--- config.mk ---
export PLATFORM = sky130hd
export DESIGN_NAME = fb_arbiter
export DESIGN_NICKNAME = d
export VERILOG_FILES = /design/src/rtl/fb_pkg.sv /design/src/rtl/fb_addr_counter.sv /design/src/rtl/fb_arbiter.sv
export SDC_FILE = /design/constraint.sdc
export NUM_CORES = 1
export LEC_CHECK = 0
export CAP_MARGIN = 10
export CORE_ASPECT_RATIO = 0.8
export CORE_MARGIN = 5
export CORE_UTILIZATION = 40
export DETAILED_ROUTE_END_ITERATION = 10
export GPL_ROUTABILITY_DRIVEN = 0
export SLEW_MARGIN = 5
export SYNTH_ARGS = -nofsm -noshare
export SYNTH_HDL_FRONTEND = slang
export SYNTH_SLANG_ARGS = --single-unit
--- constraint.sdc ---
create_clock -name CLOCK_50 -period 4.68 [get_ports CLOCK_50]
set_input_delay 0.468 -clock CLOCK_50 [delete_from_list [all_inputs] [get_ports CLOCK_50]]
set_output_delay 0.468 -clock CLOCK_50 [all_outputs]
set_load 0.03 [all_outputs]
--- src/rtl/fb_pkg.sv ---
// Shared constants and encodings for the frame-buffer arbiter.
// Port state and grant enums are used by the top level and the address counter.
package fb_pkg;

   localparam int DATA_WIDTH    = 8;
   localparam int ADDR_WIDTH    = 20;
   localparam int DEPTH         = 76800;
   localparam int RD_STREAK_MAX = 3;

   typedef enum logic {
      PORT_IDLE   = 1'b0,
      PORT_ACTIVE = 1'b1
   } port_state_e;

   typedef enum logic [1:0] {
      GNT_NONE = 2'd0,
      GNT_RD   = 2'd1,
      GNT_WR   = 2'd2
   } grant_e;

endpackage

--- src/rtl/fb_addr_counter.sv ---
// Per-port raster address sequencer: start, increment on grant, end-of-frame detect.
// The port drops back to idle after the last address and pulses frame_done once.
module fb_addr_counter #(
   parameter int ADDR_WIDTH = fb_pkg::ADDR_WIDTH,
   parameter int DEPTH      = fb_pkg::DEPTH
) (
   input  logic                  clk,
   input  logic                  reset,
   input  logic                  start,
   input  logic                  grant,
   output logic [ADDR_WIDTH-1:0] addr,
   output logic                  active,
   output logic                  frame_done
);
   import fb_pkg::*;

   localparam logic [ADDR_WIDTH-1:0] LAST_ADDR = ADDR_WIDTH'(DEPTH - 1);

   port_state_e           state_r;
   port_state_e           state_n;
   logic [ADDR_WIDTH-1:0] addr_r;
   logic [ADDR_WIDTH-1:0] addr_n;
   logic                  done_r;
   logic                  done_n;

   // State, address and done-pulse registers
   always_ff @(posedge clk) begin
      if (reset) begin
         state_r <= PORT_IDLE;
         addr_r  <= '0;
         done_r  <= 1'b0;
      end else begin
         state_r <= state_n;
         addr_r  <= addr_n;
         done_r  <= done_n;
      end
   end

   // Next state: a start always wins and aborts any frame in progress without a done pulse
   always_comb begin
      state_n = state_r;
      addr_n  = addr_r;
      done_n  = 1'b0;
      if (start) begin
         state_n = PORT_ACTIVE;
         addr_n  = '0;
      end else if (grant) begin
         if (addr_r == LAST_ADDR) begin
            state_n = PORT_IDLE;
            addr_n  = '0;
            done_n  = 1'b1;
         end else begin
            addr_n = addr_r + ADDR_WIDTH'(1);
         end
      end else begin
         state_n = state_r;
      end
   end

   assign addr       = addr_r;
   assign active     = (state_r == PORT_ACTIVE);
   assign frame_done = done_r;

endmodule

--- src/rtl/fb_arbiter.sv ---
// Two-port arbiter for the single-port frame-buffer RAM: reader priority with a
// bounded read streak so a pending writer always gets a slot.
module fb_arbiter #(
   parameter int DATA_WIDTH    = fb_pkg::DATA_WIDTH,
   parameter int ADDR_WIDTH    = fb_pkg::ADDR_WIDTH,
   parameter int DEPTH         = fb_pkg::DEPTH,
   parameter int RD_STREAK_MAX = fb_pkg::RD_STREAK_MAX
) (
   input  logic                  CLOCK_50,
   input  logic                  RESET,
   input  logic                  wr_start,
   input  logic                  wr_valid,
   input  logic [DATA_WIDTH-1:0] wr_data,
   output logic                  wr_ready,
   output logic                  wr_frame_done,
   input  logic                  rd_start,
   input  logic                  rd_req,
   output logic                  rd_ready,
   output logic                  rd_valid,
   output logic [DATA_WIDTH-1:0] rd_data,
   output logic                  rd_frame_done,
   output logic [ADDR_WIDTH-1:0] ram_addr,
   output logic [DATA_WIDTH-1:0] ram_data_in,
   output logic                  ram_write,
   output logic                  ram_enable,
   input  logic [DATA_WIDTH-1:0] ram_out_data
);
   import fb_pkg::*;

   localparam int STREAK_WIDTH = (RD_STREAK_MAX < 1) ? 1 : $clog2(RD_STREAK_MAX + 1);
   localparam logic [STREAK_WIDTH-1:0] STREAK_SAT = STREAK_WIDTH'(RD_STREAK_MAX);

   logic [ADDR_WIDTH-1:0]   wr_addr_s;
   logic [ADDR_WIDTH-1:0]   rd_addr_s;
   logic                    wr_active_s;
   logic                    rd_active_s;
   logic                    wr_pend_s;
   logic                    rd_pend_s;
   grant_e                  grant_s;
   logic [STREAK_WIDTH-1:0] streak_r;
   logic [1:0]              rd_pipe_r;

   assign wr_pend_s = wr_active_s & wr_valid & ~wr_start;
   assign rd_pend_s = rd_active_s & rd_req & ~rd_start;

   fb_addr_counter #(.ADDR_WIDTH(ADDR_WIDTH), .DEPTH(DEPTH)) u_wr_cnt (
      .clk        (CLOCK_50),
      .reset      (RESET),
      .start      (wr_start),
      .grant      (grant_s == GNT_WR),
      .addr       (wr_addr_s),
      .active     (wr_active_s),
      .frame_done (wr_frame_done)
   );

   fb_addr_counter #(.ADDR_WIDTH(ADDR_WIDTH), .DEPTH(DEPTH)) u_rd_cnt (
      .clk        (CLOCK_50),
      .reset      (RESET),
      .start      (rd_start),
      .grant      (grant_s == GNT_RD),
      .addr       (rd_addr_s),
      .active     (rd_active_s),
      .frame_done (rd_frame_done)
   );

   // Single grant per cycle; a saturated streak hands the slot to the writer
   always_comb begin
      grant_s = GNT_NONE;
      if (rd_pend_s && wr_pend_s) begin
         grant_s = (streak_r == STREAK_SAT) ? GNT_WR : GNT_RD;
      end else if (rd_pend_s) begin
         grant_s = GNT_RD;
      end else if (wr_pend_s) begin
         grant_s = GNT_WR;
      end else begin
         grant_s = GNT_NONE;
      end
   end

   assign wr_ready = (grant_s == GNT_WR);
   assign rd_ready = (grant_s == GNT_RD);

   // Read streak counter, only meaningful while the writer is waiting
   always_ff @(posedge CLOCK_50) begin
      if (RESET) begin
         streak_r <= '0;
      end else if (grant_s == GNT_WR || !wr_pend_s) begin
         streak_r <= '0;
      end else if (grant_s == GNT_RD && streak_r != STREAK_SAT) begin
         streak_r <= streak_r + STREAK_WIDTH'(1);
      end else begin
         streak_r <= streak_r;
      end
   end

   // RAM command registers; address and data hold when idle
   always_ff @(posedge CLOCK_50) begin
      if (RESET) begin
         ram_addr    <= '0;
         ram_data_in <= '0;
         ram_write   <= 1'b0;
         ram_enable  <= 1'b0;
      end else begin
         case (grant_s)
            GNT_WR: begin
               ram_addr    <= wr_addr_s;
               ram_data_in <= wr_data;
               ram_write   <= 1'b1;
               ram_enable  <= 1'b1;
            end
            GNT_RD: begin
               ram_addr   <= rd_addr_s;
               ram_write  <= 1'b0;
               ram_enable <= 1'b1;
            end
            default: begin
               ram_write  <= 1'b0;
               ram_enable <= 1'b0;
            end
         endcase
      end
   end

   // Read-valid pipeline: command register stage, then RAM output register stage
   always_ff @(posedge CLOCK_50) begin
      if (RESET) begin
         rd_pipe_r <= 2'b00;
      end else begin
         rd_pipe_r <= {rd_pipe_r[0], (grant_s == GNT_RD)};
      end
   end

   assign rd_valid = rd_pipe_r[1];
   assign rd_data  = rd_pipe_r[1] ? ram_out_data : '0;

endmodule
-- Word-level counts from Yosys, hierarchy flattened
Cells that the tools add are included.
- bits in registers: 78
- input bits: 22
- $add $sub $neg: 3
- equal/unequal tests: 6
- mux-type cells: 18
- bitwise logic cells: 8
- reductions and logical operators: 17
- operators with widths (kind ; number):
    $add A20 B1 Y20 const B ; 2
    $eq A20 B17 Y1 const B ; 2
    $mux W20 ; 2
    $pmux W20 S2 ; 1
    $mux W1 ; 10
    $reduce_bool A2 Y1 ; 5
    $mux W2 ; 4
    $mux W8 ; 1
    $reduce_or A2 Y1 ; 4
    $reduce_or A3 Y1 ; 2
    $and A1 B1 Y1 ; 4
    $eq A2 B2 Y1 const B ; 2
    $not A1 Y1 ; 4
    $reduce_and A2 Y1 ; 2
    $add A2 B1 Y2 const B ; 1
    $eq A2 B1 Y1 const B ; 1
    $logic_and A1 B1 Y1 ; 2
    $ne A2 B2 Y1 const B ; 1
    $logic_not A1 Y1 ; 1
    $logic_or A1 B1 Y1 ; 1

-- Logic depth before layout (Yosys ltp)
- word-level depth: 8
- mapped depth: 7
- mapped depth without buffers: 6

-- Cells and area by module
A second synthesis with hierarchy kept.
- cells, all modules: 430
- area total of the unflattened synthesis: 3752.3 um^2
- modules (own cells, without submodules) (module ; instances ; cells an instance ; area each (um^2) ; seq. area each (um^2)):
    fb_addr_counter ; 2 ; 123 ; 1052.3 ; 440.4
    fb_arbiter ; 1 ; 184 ; 1647.8 ; 680.7

-- Worst setup path after synthesis
No wires, ideal clock.
- path type: input to output
- start: in rd_start
- end: out rd_ready
- data arrival time: 1.461 ns
- slack: 2.751 ns
- stages: 5
- path buffers: 2
- cell sequence: and3b_1 -> clkbuf_1 -> nand2_1 -> inv_2 -> buf_2
- cells in the longest elaborated chain, start to end: 5
- elaborated cells between the ends (all ways): 6
- ends and longest elaborated chain (what ; RTL line ; source):
    start: declaration ; fb_arbiter.sv:16 ; input logic rd_start,
    $not A1 Y1 (*) ; fb_arbiter.sv:44 ; assign rd_pend_s = rd_active_s & rd_req & ~rd_start;
    $and A1 B1 Y1 (*) ; fb_arbiter.sv:44 ;
    $mux W2 or $logic_and A1 B1 Y1 (tied branches) ; fb_arbiter.sv:71, fb_arbiter.sv:69 ;
    $mux W2 (*) ; fb_arbiter.sv:69 ; if (rd_pend_s && wr_pend_s) begin
    $eq A2 B1 Y1 (*) ; fb_arbiter.sv:81 ; assign rd_ready = (grant_s == GNT_RD);
    end: declaration ; fb_arbiter.sv:18 ; output logic rd_ready,
Every way passes the cells marked *; elsewhere a longest branch is shown, timed or not.

-- Worst setup path in the final report
- start: in rd_start
- end: out wr_ready
- cells in the longest elaborated chain, start to end: 5
- elaborated cells between the ends (all ways): 6
- ends and longest elaborated chain (what ; RTL line ; source):
    $not A1 Y1 (*) ; fb_arbiter.sv:44 ;
    $and A1 B1 Y1 (*) ; fb_arbiter.sv:44 ;
    $mux W2 or $logic_and A1 B1 Y1 (tied branches) ; fb_arbiter.sv:71, fb_arbiter.sv:69 ;
    $mux W2 (*) ; fb_arbiter.sv:69 ;
    $eq A2 B2 Y1 (*) ; fb_arbiter.sv:80 ; assign wr_ready = (grant_s == GNT_WR);
    end: declaration ; fb_arbiter.sv:14 ; output logic wr_ready,
Marked as above.

==> impl_metrics.tcl <==
set metrics [dict create \
    die_area_um2 11400 \
    syn-instance-count 427 \
    wl_um 10600 \
    antenna_found_initial 0 \
    min_path_type "flop to flop" \
    wl_per_cell_um 17.6 \
    wl_met2_um 4490 \
    max_freq_ghz 0.296 \
    end_kind "primary output" \
    synth_top_area_share_pct 41.8 \
    core-area_um2 9080 \
    power.density_nw_per_um2 290 \
    cts_buffer_depth 2 \
    drtAntennaViolNets 0 \
    cts_resized 0 \
    clk_latency_ps 340 \
    finalMaxSlewViolations 0 \
    synth_area_leaders "dfxtp_1, a21oi_1, mux2i_1" \
    path_cells "clkdlybuf4s50_1 > nand4bb_1 > nand2_1 > inv_1 > clkdlybuf4s50_1" \
    finalSetupViolCount 0 \
    nets 506 \
    via_per_inst 5.88 \
    rsz0062_at_grt "false" \
    fin_setup_tns_ps 0 \
    grt_pass1_wl_um 17300 \
    r2r_start "u_wr_cnt.addr[0]" \
    ir_worst_vdd_v 0.000253 \
    grt_max_degree 24 \
    cts.sinks 78 \
    dr_wl_met3_um 686 \
    yosys_register_bits 78 \
    hpwl_um 7550 \
    syn_nets 452 \
    route.vias.total 3525 \
    yosys_most_used_dff "dfxtp_1" \
    slowest_delay_ps 740 \
    dieWidth_um 118 \
    drv_cap 0 \
    rr_worst_depth 5 \
    crit_fanout 19 \
    cellLeakagePower_nw 1.47 \
    synth_edf_count 0 \
    cts_hold_buf 0 \
    drt-initial-drc-count 270 \
    tritoncts.num_buffers 9 \
    synthArstFlopShare_pct 0 \
    fin_crit_sh_pct 72.1 \
    ys_seq_area_share_pct 41.8 \
    timing.rr.end "u_wr_cnt.addr[19]" \
    hp-start "streak_r[0]" \
    cp.required_ps 4210 \
    num_antenna_cells 0 \
    relSlewSlack_pct 31.7 \
    min_path_cells 1 \
    yosysUniqueCellTypes 55 \
    yosys.area.top_type "dfxtp_1" \
    drt_first_pass_iters 4 \
    hold_end "streak_r[0]" \
    topRoutingLayerUsed "met4" \
    critPathKind "primary input to primary output" \
    reg2reg_slack_ps 2080 \
    io_buffers 64 \
    clkTransAtPathRegs_ps 50 \
    finalNonFillerCells 600 \
    m1WireLength_um 5240 \
    grt_overflow_total 0 \
    cts_max_level 3 \
    post_cts_buffers 0 \
    skew_ps 7.21 \
    io_pins 65 \
    drive_gt1_share_pct 5.15 \
    worstMarginPinSlew_ps 1030 \
    area.growth.synth_to_final_pct 25.6 \
    dp.cells 585 \
    grt_use_total_pct 18.9 \
    drc 0 \
    status "complete, no violations" \
    cp_common_cell "clkdlybuf4s50_1" \
    rows 31 \
    yosysWarnings 0 \
    crit_path_top_delay_cell "clkdlybuf4s50_1" \
    clockRootBuffer "clkbuf_16" \
    syn-cell-area_um2 3740 \
    syn_avg_cell_area_um2 8.75 \
    start_util_pct 41.2 \
    critPathArrivalTime_ps 2910 \
    start_kind "primary input" \
    cts_tree "yes" \
    fp.dieH_um 96.5 \
    fin_crit_ps 3370 \
    hold_viol 0 \
    first_global_vias 3285 \
]
-- how the worst max path moves through the flow --
stage | from | to | slack (ps)
after CTS | rd_start | wr_ready | 1300
after global placement | rd_start | wr_ready | 1410
final | rd_start | wr_ready | 1310
after global routing | rd_start | wr_ready | 1070
after floorplan | rd_start | rd_ready | 2750
after detailed placement | rd_start | wr_ready | 1320
-- worst max-delay path: cells and delay by family --
family                 cells  cell delay [ps]
buffers and inverters      3             1720
AND/OR/NAND/NOR            2              710
-- state kept, by name, summed over array words and instances, names as in the netlist --
register,flops
rd_pipe_r,2
u_wr_cnt.active,1
ram_enable,1
ram_addr,20
u_wr_cnt.addr,20
streak_r,2
ram_write,1
u_rd_cnt.addr,20
ram_data_in,8
u_rd_cnt.active,1
u_wr_cnt.frame_done,1
u_rd_cnt.frame_done,1
-- layer usage --
metal / vias up / GRT usage, %
met4: 0 / 6.40
li1: 1735 / -
met1: 1649 / 26.8
met5: - / 0
met2: 131 / 27.7
met3: 10 / 5.06
-- area by class of cell --
class / count / area [µm²]
tap: 115 / 144
clock buffer: 13 / 240
inverter: 10 / 37.5
clock inverter: 2 / 10.0
timing repair buffer: 68 / 671
sequential: 78 / 1560
multi-input combinational: 314 / 2030
fill: 869 / 4380
-- placed cells by master (no fill, tap or decap), types with 10 or more instances in the layout --
| cell type | instances |
|---|---|
| and2_1 | 13 |
| o21ai_0 | 20 |
| nand4_1 | 15 |
| or4_1 | 10 |
| or3_1 | 14 |
| nand2_1 | 42 |
| mux2i_1 | 16 |
| dfxtp_1 | 78 |
| nor2_1 | 13 |
| nand3_1 | 18 |
| clkdlybuf4s50_1 | 64 |
| a21oi_1 | 32 |
| nor4_1 | 11 |
| o2bb2ai_1 | 18 |
-- report_power, final --
| part | internal (mW) | switching (mW) | total, mW | leakage, nW |
|---|---|---|---|---|
| combinational | 0.0325 | 0.0435 | 0.0760 | 0.721 |
| sequential | 0.668 | 0.00356 | 0.672 | 0.629 |
| clock | 0.355 | 0.260 | 0.615 | 0.123 |
| total | 1.06 | 0.307 | 1.36 | 1.47 |
-- synthesized netlist by cell type (3+ instances only) --
master,number
and4_1,5
mux2i_1,16
and2_1,13
o22ai_1,4
a21oi_1,32
ha_1,3
nand3_1,18
or3_1,14
xor2_1,3
nand2_1,42
a31oi_1,4
inv_1,9
nor3_1,6
nand4_1,15
and3_1,6
nor4bb_1,3
a211oi_1,4
xnor2_1,4
nor2_1,13
nor4_1,11
clkbuf_1,18
or4_1,10
o31ai_1,7
nor3b_1,3
dfxtp_1,78
nor4b_1,3
o211ai_1,3
o21ai_0,20
buf_2,6
o2bb2ai_1,18
-- through the flow --
step / hold WS, ps / area, µm² / power (mW) / utilization (%) / setup slack [ps]
floorplan: 407 / 3740 / 0.725 / - / 2750
global placement: 421 / 4440 / 0.761 / 49.0 / 1410
detailed placement: 423 / 4440 / 0.763 / 49.0 / 1320
CTS: 430 / 4690 / 1.37 / 51.7 / 1300
global route: 451 / 4690 / 1.41 / 51.7 / 1070
finish: 428 / 4690 / 1.36 / 51.7 / 1310
-- cells by family after synthesis --
group	count (synthesis)	share of synthesized area, %
adders and majority gates	3	1.00
buffers and inverters	35	3.92
muxes	16	4.29
xor gates and xnor gates	7	1.64
and+or+nand+nor	182	28.6
DFF	78	41.8
AOI/OAI and AO/OA	106	18.8
Note: power is estimated with default switching activity, not from simulation.
